==> config.mk <==
export PLATFORM = sky130hd
export DESIGN_NAME = mton_sync_fifo_flat
export DESIGN_NICKNAME = d
export VERILOG_FILES = /design/src/rtl/mton_sync_fifo_pkg.sv /design/src/rtl/mton_sync_fifo_if.sv /design/src/rtl/mton_sync_fifo_mem.sv /design/src/rtl/mton_sync_fifo.sv /design/src/flat_wrapper.sv
export SDC_FILE = /design/constraint.sdc
export NUM_CORES = 1
export LEC_CHECK = 0
export CAP_MARGIN = 40
export CORE_ASPECT_RATIO = 0.9
export CORE_MARGIN = 10
export CORE_UTILIZATION = 59
export DETAILED_ROUTE_END_ITERATION = 7
export GPL_ROUTABILITY_DRIVEN = 0
export GPL_TIMING_DRIVEN = 0
export PLACE_DENSITY = 0.89
export SYNTH_ARGS = -nofsm -noshare
export SYNTH_HDL_FRONTEND = slang
export SYNTH_SLANG_ARGS = --single-unit
==> constraint.sdc <==
create_clock -name i_clk -period 9.35 [get_ports i_clk]
set_input_delay 0.935 -clock i_clk [delete_from_list [all_inputs] [get_ports i_clk]]
set_output_delay 0.935 -clock i_clk [all_outputs]
set_load 0.01 [all_outputs]
==> src/rtl/mton_sync_fifo_pkg.sv <==
// Shared helpers for the multi-writer / multi-reader FIFO: capacity math and
// lane-rank popcounts used to compact gapped request vectors.
package mton_fifo_pkg;

  localparam int MAX_LANES = 64;

  typedef logic [MAX_LANES-1:0] lane_vec_t;

  function automatic int cap_of(input int depth);
    return 1 << depth;
  endfunction

  function automatic int max_of(input int a, input int b);
    return (a > b) ? a : b;
  endfunction

  // Number of set bits strictly below idx; this is a lane's rank among requesters.
  function automatic int popcount_prefix(input lane_vec_t vec, input int idx);
    int n;
    n = 0;
    for (int k = 0; k < MAX_LANES; k++) begin
      if (k < idx && vec[k]) n++;
    end
    return n;
  endfunction

  function automatic int popcount(input lane_vec_t vec);
    return popcount_prefix(vec, MAX_LANES);
  endfunction

endpackage

==> src/rtl/mton_sync_fifo_if.sv <==
// Write/read lane bundle of the M-to-N FIFO; the FIFO is the slave side.
interface mton_sync_fifo_if #(
  parameter int WIDTH     = 8,
  parameter int DEPTH     = 4,
  parameter int M_WRITERS = 2,
  parameter int N_READERS = 2
);

  logic [M_WRITERS-1:0]       i_wr_en;
  logic [M_WRITERS*WIDTH-1:0] i_wr_data;
  logic [M_WRITERS-1:0]       o_wr_ed;
  logic                       o_wr_full;
  logic                       o_wr_afull;
  logic                       o_wr_pfull;
  logic [DEPTH:0]             o_wr_remain;

  logic [N_READERS-1:0]       i_rd_en;
  logic [N_READERS-1:0]       o_rd_ed;
  logic [N_READERS*WIDTH-1:0] o_rd_data;
  logic                       o_rd_empty;
  logic                       o_rd_aempty;
  logic                       o_rd_pempty;
  logic [DEPTH:0]             o_rd_depth;

  logic                       o_err_ovf;
  logic                       o_err_udf;

  modport master (
    output i_wr_en, i_wr_data, i_rd_en,
    input  o_wr_ed, o_wr_full, o_wr_afull, o_wr_pfull, o_wr_remain,
    input  o_rd_ed, o_rd_data, o_rd_empty, o_rd_aempty, o_rd_pempty, o_rd_depth,
    input  o_err_ovf, o_err_udf
  );

  modport slave (
    input  i_wr_en, i_wr_data, i_rd_en,
    output o_wr_ed, o_wr_full, o_wr_afull, o_wr_pfull, o_wr_remain,
    output o_rd_ed, o_rd_data, o_rd_empty, o_rd_aempty, o_rd_pempty, o_rd_depth,
    output o_err_ovf, o_err_udf
  );

endinterface

==> src/rtl/mton_sync_fifo_mem.sv <==
// CAP x WIDTH register array with M write ports and N asynchronous read ports.
// Write addresses are distinct by construction, so port order does not matter.
module mton_fifo_mem #(
  parameter int WIDTH = 8,
  parameter int DEPTH = 4,
  parameter int NW    = 2,
  parameter int NR    = 2
) (
  input  logic                  i_clk,
  input  logic [NW-1:0]         i_wr_en,
  input  logic [NW*DEPTH-1:0]   i_wr_addr,
  input  logic [NW*WIDTH-1:0]   i_wr_data,
  input  logic [NR*DEPTH-1:0]   i_rd_addr,
  output logic [NR*WIDTH-1:0]   o_rd_data
);

  localparam int CAP = 1 << DEPTH;

  logic [WIDTH-1:0] mem_q [CAP];
  logic [WIDTH-1:0] mem_d [CAP];

  always_comb begin
    mem_d = mem_q;
    for (int i = 0; i < NW; i++) begin
      if (i_wr_en[i]) mem_d[i_wr_addr[i*DEPTH +: DEPTH]] = i_wr_data[i*WIDTH +: WIDTH];
    end
  end

  always_ff @(posedge i_clk) begin
    mem_q <= mem_d;
  end

  always_comb begin
    o_rd_data = '0;
    for (int j = 0; j < NR; j++) begin
      o_rd_data[j*WIDTH +: WIDTH] = mem_q[i_rd_addr[j*DEPTH +: DEPTH]];
    end
  end

endmodule

==> src/rtl/mton_sync_fifo.sv <==
// Single-clock FIFO accepting up to M words and delivering up to N words per cycle,
// lanes compacted by rank so storage order follows ascending lane index.
module mton_sync_fifo
  import mton_fifo_pkg::*;
#(
  parameter int WIDTH     = 8,
  parameter int DEPTH     = 4,
  parameter int M_WRITERS = 2,
  parameter int N_READERS = 2,
  parameter int PFULL_TH  = 12,
  parameter int PEMPTY_TH = 4
) (
  input  logic            i_clk,
  input  logic            i_rst,
  mton_sync_fifo_if.slave fifo
);

  localparam int CAP  = cap_of(DEPTH);
  localparam int CW   = $clog2(max_of(M_WRITERS, N_READERS) + 1);
  localparam int CNTW = DEPTH + 1;

  if (M_WRITERS < 1 || M_WRITERS > CAP || M_WRITERS > MAX_LANES) begin : g_bad_m
    $error("mton_sync_fifo: M_WRITERS out of range");
  end
  if (N_READERS < 1 || N_READERS > CAP || N_READERS > MAX_LANES) begin : g_bad_n
    $error("mton_sync_fifo: N_READERS out of range");
  end
  if (PFULL_TH < 0 || PFULL_TH > CAP || PEMPTY_TH < 0 || PEMPTY_TH > CAP) begin : g_bad_th
    $error("mton_sync_fifo: threshold out of range");
  end

  logic [DEPTH-1:0] wptr_q, wptr_d;
  logic [DEPTH-1:0] rptr_q, rptr_d;
  logic [CNTW-1:0]  count_q, count_d;
  logic             ovf_q, ovf_d;
  logic             udf_q, udf_d;

  logic [CNTW-1:0]            free_cnt;
  lane_vec_t                  wr_vec, rd_vec, wed_vec, red_vec;
  logic [CW-1:0]              rank;
  logic [CW-1:0]              nwr, nrd;
  logic [M_WRITERS-1:0]       wr_ed;
  logic [N_READERS-1:0]       rd_ed;
  logic [M_WRITERS*DEPTH-1:0] wr_addr;
  logic [N_READERS*DEPTH-1:0] rd_addr;
  logic [N_READERS*WIDTH-1:0] mem_rd;
  logic [N_READERS*WIDTH-1:0] rd_data;

  // Grants use count sampled at cycle start: a same-cycle pop frees no write space
  // and a same-cycle push is not yet poppable.
  always_comb begin
    free_cnt = CNTW'(CAP) - count_q;
    wr_vec = '0;
    wr_vec[M_WRITERS-1:0] = fifo.i_wr_en;
    rd_vec = '0;
    rd_vec[N_READERS-1:0] = fifo.i_rd_en;
    rank    = '0;
    wr_ed   = '0;
    rd_ed   = '0;
    wr_addr = '0;
    rd_addr = '0;
    for (int i = 0; i < M_WRITERS; i++) begin
      rank     = CW'(popcount_prefix(wr_vec, i));
      wr_ed[i] = !i_rst && fifo.i_wr_en[i] && (CNTW'(rank) < free_cnt);
      wr_addr[i*DEPTH +: DEPTH] = wptr_q + DEPTH'(rank);
    end
    for (int j = 0; j < N_READERS; j++) begin
      rank     = CW'(popcount_prefix(rd_vec, j));
      rd_ed[j] = !i_rst && fifo.i_rd_en[j] && (CNTW'(rank) < count_q);
      rd_addr[j*DEPTH +: DEPTH] = rptr_q + DEPTH'(rank);
    end
    wed_vec = '0;
    wed_vec[M_WRITERS-1:0] = wr_ed;
    red_vec = '0;
    red_vec[N_READERS-1:0] = rd_ed;
    nwr = CW'(popcount(wed_vec));
    nrd = CW'(popcount(red_vec));
  end

  always_comb begin
    wptr_d  = wptr_q + DEPTH'(nwr);
    rptr_d  = rptr_q + DEPTH'(nrd);
    count_d = count_q + CNTW'(nwr) - CNTW'(nrd);
    ovf_d   = ovf_q | (|(fifo.i_wr_en & ~wr_ed));
    udf_d   = udf_q | (|(fifo.i_rd_en & ~rd_ed));
  end

  always_ff @(posedge i_clk or posedge i_rst) begin
    if (i_rst) begin
      wptr_q  <= '0;
      rptr_q  <= '0;
      count_q <= '0;
      ovf_q   <= 1'b0;
      udf_q   <= 1'b0;
    end else begin
      wptr_q  <= wptr_d;
      rptr_q  <= rptr_d;
      count_q <= count_d;
      ovf_q   <= ovf_d;
      udf_q   <= udf_d;
    end
  end

  mton_fifo_mem #(
    .WIDTH (WIDTH),
    .DEPTH (DEPTH),
    .NW    (M_WRITERS),
    .NR    (N_READERS)
  ) u_mem (
    .i_clk     (i_clk),
    .i_wr_en   (wr_ed),
    .i_wr_addr (wr_addr),
    .i_wr_data (fifo.i_wr_data),
    .i_rd_addr (rd_addr),
    .o_rd_data (mem_rd)
  );

  always_comb begin
    rd_data = '0;
    for (int j = 0; j < N_READERS; j++) begin
      if (rd_ed[j]) rd_data[j*WIDTH +: WIDTH] = mem_rd[j*WIDTH +: WIDTH];
    end
  end

  assign fifo.o_wr_ed     = wr_ed;
  assign fifo.o_wr_full   = (count_q == CNTW'(CAP));
  assign fifo.o_wr_afull  = (free_cnt < CNTW'(M_WRITERS));
  assign fifo.o_wr_pfull  = (count_q >= CNTW'(PFULL_TH));
  assign fifo.o_wr_remain = free_cnt;
  assign fifo.o_rd_ed     = rd_ed;
  assign fifo.o_rd_data   = rd_data;
  assign fifo.o_rd_empty  = (count_q == '0);
  assign fifo.o_rd_aempty = (count_q < CNTW'(N_READERS));
  assign fifo.o_rd_pempty = (count_q <= CNTW'(PEMPTY_TH));
  assign fifo.o_rd_depth  = count_q;
  assign fifo.o_err_ovf   = ovf_q;
  assign fifo.o_err_udf   = udf_q;

endmodule

==> src/flat_wrapper.sv <==
// flat-port wrapper written by rule: the top's interface ports become plain ports
module mton_sync_fifo_flat import mton_fifo_pkg::*;
#(
  parameter int WIDTH     = 8,
  parameter int DEPTH     = 4,
  parameter int M_WRITERS = 2,
  parameter int N_READERS = 2,
  parameter int PFULL_TH  = 12,
  parameter int PEMPTY_TH = 4
)
  (i_clk, i_rst, fifo_i_wr_en, fifo_i_wr_data, fifo_i_rd_en, fifo_o_wr_ed, fifo_o_wr_full, fifo_o_wr_afull, fifo_o_wr_pfull, fifo_o_wr_remain, fifo_o_rd_ed, fifo_o_rd_data, fifo_o_rd_empty, fifo_o_rd_aempty, fifo_o_rd_pempty, fifo_o_rd_depth, fifo_o_err_ovf, fifo_o_err_udf);
  mton_sync_fifo_if #(.WIDTH(WIDTH), .DEPTH(DEPTH), .M_WRITERS(M_WRITERS), .N_READERS(N_READERS)) fifo_i ();
  input  logic i_clk;
  input  logic i_rst;
  input wire logic [$bits(fifo_i.i_wr_en)-1:0] fifo_i_wr_en;
  input wire logic [$bits(fifo_i.i_wr_data)-1:0] fifo_i_wr_data;
  input wire logic [$bits(fifo_i.i_rd_en)-1:0] fifo_i_rd_en;
  output wire logic [$bits(fifo_i.o_wr_ed)-1:0] fifo_o_wr_ed;
  output wire logic [$bits(fifo_i.o_wr_full)-1:0] fifo_o_wr_full;
  output wire logic [$bits(fifo_i.o_wr_afull)-1:0] fifo_o_wr_afull;
  output wire logic [$bits(fifo_i.o_wr_pfull)-1:0] fifo_o_wr_pfull;
  output wire logic [$bits(fifo_i.o_wr_remain)-1:0] fifo_o_wr_remain;
  output wire logic [$bits(fifo_i.o_rd_ed)-1:0] fifo_o_rd_ed;
  output wire logic [$bits(fifo_i.o_rd_data)-1:0] fifo_o_rd_data;
  output wire logic [$bits(fifo_i.o_rd_empty)-1:0] fifo_o_rd_empty;
  output wire logic [$bits(fifo_i.o_rd_aempty)-1:0] fifo_o_rd_aempty;
  output wire logic [$bits(fifo_i.o_rd_pempty)-1:0] fifo_o_rd_pempty;
  output wire logic [$bits(fifo_i.o_rd_depth)-1:0] fifo_o_rd_depth;
  output wire logic [$bits(fifo_i.o_err_ovf)-1:0] fifo_o_err_ovf;
  output wire logic [$bits(fifo_i.o_err_udf)-1:0] fifo_o_err_udf;
  assign fifo_i.i_wr_en = fifo_i_wr_en;
  assign fifo_i.i_wr_data = fifo_i_wr_data;
  assign fifo_i.i_rd_en = fifo_i_rd_en;
  assign fifo_o_wr_ed = fifo_i.o_wr_ed;
  assign fifo_o_wr_full = fifo_i.o_wr_full;
  assign fifo_o_wr_afull = fifo_i.o_wr_afull;
  assign fifo_o_wr_pfull = fifo_i.o_wr_pfull;
  assign fifo_o_wr_remain = fifo_i.o_wr_remain;
  assign fifo_o_rd_ed = fifo_i.o_rd_ed;
  assign fifo_o_rd_data = fifo_i.o_rd_data;
  assign fifo_o_rd_empty = fifo_i.o_rd_empty;
  assign fifo_o_rd_aempty = fifo_i.o_rd_aempty;
  assign fifo_o_rd_pempty = fifo_i.o_rd_pempty;
  assign fifo_o_rd_depth = fifo_i.o_rd_depth;
  assign fifo_o_err_ovf = fifo_i.o_err_ovf;
  assign fifo_o_err_udf = fifo_i.o_err_udf;
  mton_sync_fifo #(.WIDTH(WIDTH), .DEPTH(DEPTH), .M_WRITERS(M_WRITERS), .N_READERS(N_READERS), .PFULL_TH(PFULL_TH), .PEMPTY_TH(PEMPTY_TH)) u_core (.i_clk(i_clk), .i_rst(i_rst), .fifo(fifo_i));
endmodule
Yosys cells after proc, flatten, opt, wreduce, memory -nomap -nowiden
Cells that the tools add are included.
{ "word_totals": {"register_bits": 143, "output_inout_bits": 38, "elab_cells": 91} }
{ "op_classes": {"n_addsub": 9, "magnitude_cmp": 14, "n_eq_ne": 1, "muxes": 22, "bitwise": 10, "n_reduce_logical": 14} }
{ "ops": {"columns": ["operator", "count"], "rows": [
  ["$bwmux 128", 2],
  ["$mux 128", 2],
  ["$bmux 8 s4", 2],
  ["$demux 8 s4", 2],
  ["$mux 8", 8],
  ["$ge 5x5->1 const B", 4],
  ["$not 4->5", 4],
  ["$add 4x2->4", 4],
  ["$logic_and 1x1->1", 10],
  ["$lt 1x5->1 const A", 2],
  ["$lt 2x5->1", 2],
  ["$lt 5x1->1 const B", 2],
  ["$lt 5x2->1 const B", 2],
  ["$add 5x2->5", 1],
  ["$eq 5x5->1 const B", 1],
  ["$ge 5x4->1 const B", 1],
  ["$le 5x3->1 const B", 1],
  ["$logic_not 5->1", 1],
  ["$sub 5x2->5", 1],
  ["$sub 5x5->5 const A", 1],
  ["$add 1x1->2 const B", 2],
  ["$and 2x2->2", 2],
  ["$mux 1", 4],
  ["$mux 2", 2],
  ["4 further kinds", 7]
]} }

Longest topological paths before layout
Gate-level depths: netlist of run 1.
{ "logic_depth": {"word_depth": 9, "mapped_depth": 19, "depth_no_buf": 17} }

Hierarchy
Synthesis of run 1 repeated with hierarchy kept, for this count alone.
{ "unflattened": {"cells_unflattened": 1097, "area_unflattened_um2": 9457.8} }
{ "modules_own_cells": {"columns": ["module", "instances", "cells_per_inst", "area_per_inst_um2", "seq_area_each_um2"], "rows": [
  ["mton_fifo_mem", 1, 966, 8136.6, 2562.5],
  ["mton_sync_fifo", 1, 131, 1321.3, 375.4]
]} }

Worst setup path before layout of run 1
Ideal clock, no wire load.
{ "synth_timing": {"kind": "register to register", "startpoint": "register u_core.count_q[0], in the netlist u_core.fifo.o_rd_depth[0]", "endpoint": "register u_core.count_q[4], in the netlist u_core.fifo.o_rd_depth[4]", "arrival_time_ns": 3.895, "t_required_ns": 9.225, "path_slack_ns": 5.330, "path_stages_with_launch": 20, "path_buffers": 2, "synth_period_minus_slack_ns": 4.020, "cell_sequence": "dfrtp_1 clkbuf_1 inv_1 ha_1 and2_1 ha_1 nand2b_1 a2111o_1 clkbuf_1 and3_1 ha_1 xnor2_1 ha_1 inv_1 fa_1 inv_1 a21oi_1 nor2_1 nor2_1 xor2_1"} }
{ "synth_via": {"elab_chain_len": 8, "word_cells_on_any_way": 17} }
{ "synth_rtl": {"columns": ["element", "line_no", "rtl"], "rows": [
  ["from (decl)", "mton_sync_fifo.sv:34", "logic [CNTW-1:0] count_q, count_d;"],
  ["from (signal assigned)", "mton_sync_fifo.sv:98", "count_q <= count_d;"],
  ["$sub 5x5->5 (*)", "mton_sync_fifo.sv:52", "free_cnt = CNTW'(CAP) - count_q;"],
  ["$lt 1x5->1 (*)", "mton_sync_fifo.sv:64", "wr_ed[i] = !i_rst && fifo.i_wr_en[i] && (CNTW'(rank) < free_cnt);"],
  ["$logic_and 1x1->1 (*)", "mton_sync_fifo.sv:64", null],
  ["named net fifo_o_wr_ed[0]", "flat_wrapper.sv:18", "output wire logic [$bits(fifo_i.o_wr_ed)-1:0] fifo_o_wr_ed;"],
  ["$mux 1 (*)", "mton_sync_fifo_pkg.sv:22", "if (k < idx && vec[k]) n++;"],
  ["$add 1x1->2", "mton_sync_fifo_pkg.sv:22", null],
  ["$mux 2 (*)", "mton_sync_fifo_pkg.sv:22", null],
  ["$add 5x2->5 (*)", "mton_sync_fifo.sv:83", "count_d = count_q + CNTW'(nwr) - CNTW'(nrd);"],
  ["$sub 5x2->5 (*)", "mton_sync_fifo.sv:83", null],
  ["named net u_core.count_d[4]", "mton_sync_fifo.sv:34", null]
]} }
The timed path passes the listed nets; every way through them passes the cells marked *.

Worst setup path in the final report of run 1
{ "layout_timing": {"startpoint": "input fifo_i_rd_en[0]", "endpoint": "output fifo_o_rd_data[12]"} }
{ "layout_via": {"elab_chain_len": 7, "word_cells_on_any_way": 9} }
{ "layout_rtl": {"columns": ["element", "line_no", "rtl"], "rows": [
  ["from (decl)", "flat_wrapper.sv:17", "input wire logic [$bits(fifo_i.i_rd_en)-1:0] fifo_i_rd_en;"],
  ["$mux 1 (*)", "mton_sync_fifo_pkg.sv:22", null],
  ["$add 4x2->4", "mton_sync_fifo.sv:70", "rd_addr[j*DEPTH +: DEPTH] = rptr_q + DEPTH'(rank);"],
  ["$not 4->5 (implied by the code)", "mton_sync_fifo_mem.sv:36", "o_rd_data[j*WIDTH +: WIDTH] = mem_q[i_rd_addr[j*DEPTH +: DEPTH]];"],
  ["$bmux 8 s4", "mton_sync_fifo_mem.sv:36", null],
  ["$mux 8 (implied by the code) (2 in a row)", "mton_sync_fifo_mem.sv:36", null],
  ["$mux 8 (*)", "mton_sync_fifo.sv:121", "if (rd_ed[j]) rd_data[j*WIDTH +: WIDTH] = mem_rd[j*WIDTH +: WIDTH];"],
  ["to (decl)", "flat_wrapper.sv:24", "output wire logic [$bits(fifo_i.o_rd_data)-1:0] fifo_o_rd_data;"]
]} }
Mark *: on every way between the ends. The rest lies on a longest branch, timed or not. The select of a mux whose other input is x is not followed.

==> impl_metrics.tcl, run 1 <==
set metrics [dict create \
    yosysSeqAreaShare_pct 32.4 \
    cpMaxStageDelayCell "clkbuf_1" \
    synth_flop_cell "dfxtp_1" \
    crit_arrival_ps 5190 \
    fillers 981 \
    p_switching_mw 1.63 \
    chipWidth_um 151 \
    cpLargestDelayFamily "buffers and inverters" \
    holdPathStages 1 \
    synthCells 808 \
    async_flop_share_pct 10.5 \
    power_leakage_nw 4.13 \
    drv_cap 0 \
    worst-r2r-setup-slack_ps 4800 \
    ys_ff_latch 143 \
    final_area_um2 10600 \
    combPwrFrac_pct 55.1 \
    port_buffers 59 \
    die_h_um 138 \
    avgSynthCellArea_um2 11.2 \
    syn_nets 857 \
    post-route-drc-count 0 \
    slew_headroom_pct 33.0 \
    clk_pin_slew_worst_paths_ps 60 \
    max_stage_delay_ps 700 \
    worstSetupStartpointType "input pin" \
    max_slew.worst_pin.slew_ps 996 \
    rsz0062_at_grt "no" \
    slew_viol_final 0 \
    reg2reg_depth 19 \
    r2r-start "u_core.fifo.o_rd_depth[0]" \
    drtIter0Drc 1098 \
    outcome "completed" \
    rows 42 \
    via_per_inst 6.99 \
    yosysTopAreaCellShare_pct 28.3 \
    cts_tree "done" \
    htreeDepth 4 \
    critPathBufInv 4 \
    hold_viol 0 \
    clock_sinks 143 \
    path_cells "clkdlybuf4s50_1, ha_1, ha_1, clkbuf_1, clkbuf_1, mux4_2, mux2i_1, a211oi_1, clkdlybuf4s50_1" \
    cts-buffers-inserted 17 \
    synth_area_leader_cell "dfxtp_1" \
    clk-insertion-delay-late_ps 440 \
    swShare_pct 38.8 \
    drive_gt1_share_pct 30.3 \
    coreArea_um2 14900 \
    utilization_pct 71.6 \
    cts_buffer_depth 2 \
    cts_hold_buf 0 \
    die-area_um2 20700 \
    irDropWorstVdd_v 0.000235 \
    p_seq_share_pct 28.0 \
    firstDrtPassIters 5 \
    post-dp-hpwl_um 19400 \
    timing.rr.end "u_core.fifo.o_rd_depth[4]" \
    required_ps 8420 \
    criticalPathCategory "input pin to output port" \
    fmax_mhz 163 \
    avgRoutedWirePerCell_um 25.1 \
    cts.repair.resized 0 \
    antenna_found_initial 0 \
    min_path_type "register to register" \
    fin_nets 952 \
    dp.cells 1081 \
    grt_first_pass_wirelength_um 43000 \
    synth_edf_count 0 \
    diodes 0 \
    end_kind "output port" \
    pwr-share-clk_pct 16.8 \
    synthTopCellsByCount "dfxtp_1, mux2_2, mux2i_1" \
    ys_top_cells_by_area "dfxtp_1, mux4_2, mux2_2, mux2i_1, dfrtp_1" \
    boundaryPins 60 \
    finalCritPeriodShare_pct 65.5 \
    drt_wl_total_um 27900 \
    power.density_nw_per_um2 394 \
    holdPathEnd "u_core.fifo.o_err_ovf" \
    cp_max_fo 10 \
    p_int_mw 2.57 \
    initial_utilization_pct 60.9 \
    grt_pass1_vias 7891 \
    final_antenna_net_count 0 \
    finalClockSkew_ps 6.82 \
    synth_area_um2 9060 \
    placed_cell_area_um2 10000 \
    via_count 7780 \
    cts_setup_buffers 0 \
    yosysWarnings 0 \
    gr-total-overflow 0 \
    synth_cell_type_count 54 \
    cts_root_buf "clkbuf_16" \
    hold_start "u_core.fifo.o_err_ovf" \
    area_growth_pct 17.5 \
    track_usage_pct 27.1 \
    finalSetupViolCount 0 \
    finalNonFillerCells 1113 \
    fin_tns_setup_ps 0 \
    grt_max_degree 23 \
    min_period_ps 6130 \
]
## worst register-to-register path, stage by stage, from the launching register on
cell	delay (ps)
dfrtp_1	360
clkbuf_1	420
inv_1	180
ha_1	290
and2_1	170
ha_1	290
nand2b_1	150
a2111oi_2	510
buf_2	300
nor2_1	120
ha_1	240
xnor2_1	150
ha_1	300
inv_1	60
fa_1	470
inv_1	70
a21oi_1	60
nor2_1	90
nor2_1	50
xor2_1	130
## power by group through the flow
stage               clock [mW]  sequential [mW]  combinational, mW
CTS                      0.710             1.16               2.25
global placement             0             1.13               2.10
global route             0.734             1.20               2.43
floorplan                    0             1.08               1.63
finish                   0.707             1.18               2.32
detailed placement           0             1.16               2.22
## state kept, by name, summed over array words and instances (netlist names)
name and cells:
u_core.wptr_q 4, u_core.fifo.o_rd_depth 5, u_core.rptr_q 4, u_core.fifo.o_err_ovf 1, u_core.u_mem.mem_q 128, u_core.fifo.o_err_udf 1
## stage by stage
stage	hold WS, ps	setup slack, ps	total power, mW
floorplan	501	5330	2.71
global route	541	3280	4.37
CTS	504	3430	4.12
finish	490	3220	4.20
global placement	465	3630	3.23
detailed placement	491	3480	3.38
## per-layer routing
| metal | GRT usage, % | share of wire, % | up-vias |
|---|---|---|---|
| li1 | - | - | 3229 |
| met1 | 32.7 | 36 | 3795 |
| met2 | 42.5 | 46 | 607 |
| met3 | 8.63 | 12 | 149 |
| met4 | 14.9 | 5.5 | 0 |
| met5 | 0 | 0 | - |
## placed cells by master (no fill, tap or decap), types with 5 or more instances in the layout
cell and instances:
a211oi_1 17, a21oi_1 30, and2_1 5, and3_1 5, buf_1 8, buf_2 12
buf_4 9, clkbuf_1 42, clkbuf_16 17, clkdlybuf4s50_1 59, dfrtp_1 15, dfxtp_1 128
ha_1 25, inv_1 19, mux2_2 128, mux2i_1 74, mux4_2 72, nand2_1 51
nand2_2 6, nand3_1 6, nand4_1 5, nor2_1 36, nor2b_1 22, o21ai_0 34
o21ai_1 8, xnor2_1 6, xor2_1 5
## logic make-up (layout without fill, tap and decap cells)
family	after synthesis	count (layout)	synth area share [%]
AND/OR/NAND/NOR	166	166	9.68
buffers and inverters	82	189	3.69
multiplexers	274	274	42.0
XOR/XNOR	12	12	1.24
AO/OA/AOI/OAI	104	104	7.08
adder cells (fa/ha/maj)	27	27	3.89
flip-flops	143	143	32.4
## worst max path at each step
stage                                          from                        end  slack, ps  cells after the start
after floorplan           u_core.fifo.o_rd_depth[0]  u_core.fifo.o_rd_depth[4]       5330                     19
after global placement              fifo_i_rd_en[0]         fifo_o_rd_data[12]       3630                      9
after detailed placement            fifo_i_rd_en[0]         fifo_o_rd_data[12]       3480                      9
after CTS                           fifo_i_rd_en[0]         fifo_o_rd_data[12]       3430                      9
after global routing                fifo_i_rd_en[0]         fifo_o_rd_data[12]       3280                      9
final                               fifo_i_rd_en[0]         fifo_o_rd_data[12]       3220                      9
## cell type report
cell class / count / area, µm² / area share, %
multi-input combinational: 583 / 5790 / 54.4
sequential: 143 / 2940 / 27.6
timing repair buffer: 76 / 738 / 6.93
clock buffer: 19 / 443 / 4.16
buffer: 62 / 259 / 2.43
tap: 198 / 248 / 2.33
clock inverter: 12 / 159 / 1.49
inverter: 20 / 75.1 / 0.705
No activity file was read; power rests on OpenSTA's default activity.
==> inputs of run 2 (changes only) <==
==> constraint.sdc (replaced) <==
create_clock -name i_clk -period 6 [get_ports i_clk]
set_input_delay 0.6 -clock i_clk [delete_from_list [all_inputs] [get_ports i_clk]]
set_output_delay 0.6 -clock i_clk [all_outputs]
set_load 0.01 [all_outputs]
==> results of run 2 <==
Same layout as run 1 (identical final DEF). Status: completed.
Among the figures that moved: setup slack after placement 3480 ps -> 799 ps; setup slack after layout 3220 ps -> 544 ps; register-to-register setup slack 4800 ps -> 1450 ps; total power 4.20 mW -> 6.54 mW; worst IR drop on VDD 0.000235 V -> 0.000366 V
==> inputs of run 3 (changes only) <==
==> constraint.sdc (replaced) <==
create_clock -name i_clk -period 6 [get_ports i_clk]
set_input_delay 1.5 -clock i_clk [delete_from_list [all_inputs] [get_ports i_clk]]
set_output_delay 1.5 -clock i_clk [all_outputs]
set_load 0.01 [all_outputs]
==> impl_metrics.tcl, run 3 (synthesis results as in run 1) <==
set metrics [dict create \
    clk_pin_slew_worst_paths_ps 60 \
    area_growth_pct 18.5 \
    crit_arrival_ps 4410 \
    clock_sinks 143 \
    largest_reg_flops 128 \
    clk-insertion-delay-late_ps 440 \
    power.total_mw 6.64 \
    finalCritPeriodShare_pct 98.5 \
    grt_pass1_vias 7898 \
    outcome "complete, but fails checks" \
    worstSetupStartpointType "input pin" \
    fillers 974 \
    irDropWorstVdd_v 0.000366 \
    cts_buffer_depth 2 \
    layout_common_cells "mux2_2, dfxtp_1, mux2i_1" \
    post-route-drc-count 1 \
    die_h_um 138 \
    avgRoutedWirePerCell_um 25.6 \
    htreeDepth 4 \
    drt_wl_total_um 28400 \
    cts_root_buf "clkbuf_16" \
    min_path_type "register to register" \
    drtIter0Drc 1100 \
    finalClockSkew_ps 12.4 \
    finalNonFillerCells 1111 \
    port_buffers 59 \
    via_per_inst 7.05 \
    slew_headroom_pct 32.5 \
    grt_max_degree 23 \
    coreArea_um2 14900 \
    end_kind "output port" \
    holdWs_ps 490 \
    slew_viol_final 0 \
    final_antenna_net_count 0 \
    boundaryPins 60 \
    post-dp-hpwl_um 19400 \
    hold_viol 0 \
    initial_utilization_pct 60.9 \
    firstDrtPassIters 8 \
    cpMaxStageDelayCell "clkdlybuf4s50_1" \
    grt_first_pass_wirelength_um 43100 \
    chipWidth_um 151 \
    rows 42 \
    via_count 7828 \
    dp.cells 1081 \
    drv_cap 0 \
    power.density_nw_per_um2 619 \
    max_slew.worst_pin.slew_ps 1000 \
    finalSetupViolCount 0 \
    power_leakage_nw 4.18 \
    path_cells "clkdlybuf4s50_1, ha_2, ha_2, clkbuf_8, mux4_2, nor2b_1, a211oi_1, a211oi_2, clkdlybuf4s50_1" \
    die-area_um2 20700 \
    gr-total-overflow 0 \
    max_flop_register "u_core.u_mem.mem_q" \
    diodes 0 \
    rsz0062_at_grt "no" \
    min_period_ps 5910 \
    cts-buffers-inserted 17 \
    violations "design-rule violations" \
    antenna_found_initial 0 \
    drive_gt1_share_pct 32.0 \
    track_usage_pct 27.2 \
    fin_nets 950 \
    cp_max_fo 19 \
    max_stage_delay_ps 520 \
    fmax_mhz 169 \
    cts_tree "done" \
    required_ps 4500 \
    criticalPathCategory "input pin to output port" \
]
[run 3: changes by cell type in the layout (fill, tap and decap cells not counted), moves of 2 or more]
cell      change
clkbuf_2      +2
a211oi_1      -5
a211oi_2      +5
ha_1          -2
buf_6         +3
clkbuf_1      -7
xor2_1        -2
ha_2          +2
[run 3: path summary, 6_finish.rpt]
check / from / to / slack [ps] / cells after the start
max: fifo_i_rd_en[0] / fifo_o_rd_data[11] / 90 / 9
min: u_core.fifo.o_err_ovf / u_core.fifo.o_err_ovf / 490 / 1
max reg2reg: u_core.fifo.o_rd_depth[0] / u_core.fifo.o_rd_depth[4] / 1440 / 19
min reg2reg: u_core.fifo.o_err_ovf / u_core.fifo.o_err_ovf / 490 / 1
max in group asynchronous: i_rst / u_core.rptr_q[3] / 4150 / 2
min in group asynchronous: i_rst / u_core.fifo.o_err_ovf / 1500 / 2
[run 3: power by group]
part | internal (mW) | total (mW) | switching [mW]
registers | 1.44 | 1.85 | 0.409
clock network | 0.666 | 1.10 | 0.438
logic | 1.95 | 3.69 | 1.74
total | 4.05 | 6.64 | 2.59
[run 3: critical path: cells and delay by family]
| kind | cells | cell delay, ps |
|---|---|---|
| adders and majority gates | 2 | 660 |
| AOI/OAI and AO/OA | 2 | 460 |
| and+or+nand+nor | 1 | 140 |
| buffers and inverters | 3 | 1310 |
| muxes | 1 | 320 |
[run 3: what timing repair did]
action	in CTS	in global routing
gates resized for setup	21	10
hold buffers	0	0
endpoints found under the setup margin	8	8
setup buffers	0	0
endpoints found under the hold margin	0	0
[run 3: layout make-up]
type,instances,area [µm²],area share (%)
Buffer,60,289,2.69
Sequential cell,143,2940,27.4
Timing Repair Buffer,76,741,6.90
Multi-Input combinational cell,583,5840,54.4
Clock buffer,19,443,4.13
Inverter,20,75.1,0.699
Tap cell,198,248,2.31
Clock inverter,12,159,1.48
[run 3: through the flow]
stage / setup TNS, ps / util (%) / cell area (µm²) / setup WS (ps)
2_1_floorplan: 0 / - / 9060 / 1040
3_3_place_gp: -6220 / 66.6 / 9900 / -846
3_5_place_dp: -7070 / 67.5 / 10000 / -1000
4_1_cts: 0 / 72.0 / 10700 / 0.385
5_1_grt: 0 / 72.2 / 10700 / 17.5
6_report: 0 / 72.2 / 10700 / 87.7
[run 3: metal layers]
metal	track usage, %	part of all wire [%]	vias to the layer above
li1	-	-	3231
met1	32.3	37	3817
met2	42.9	46	633
met3	9.31	12	147
met4	14.7	5.3	0
met5	0	0	-
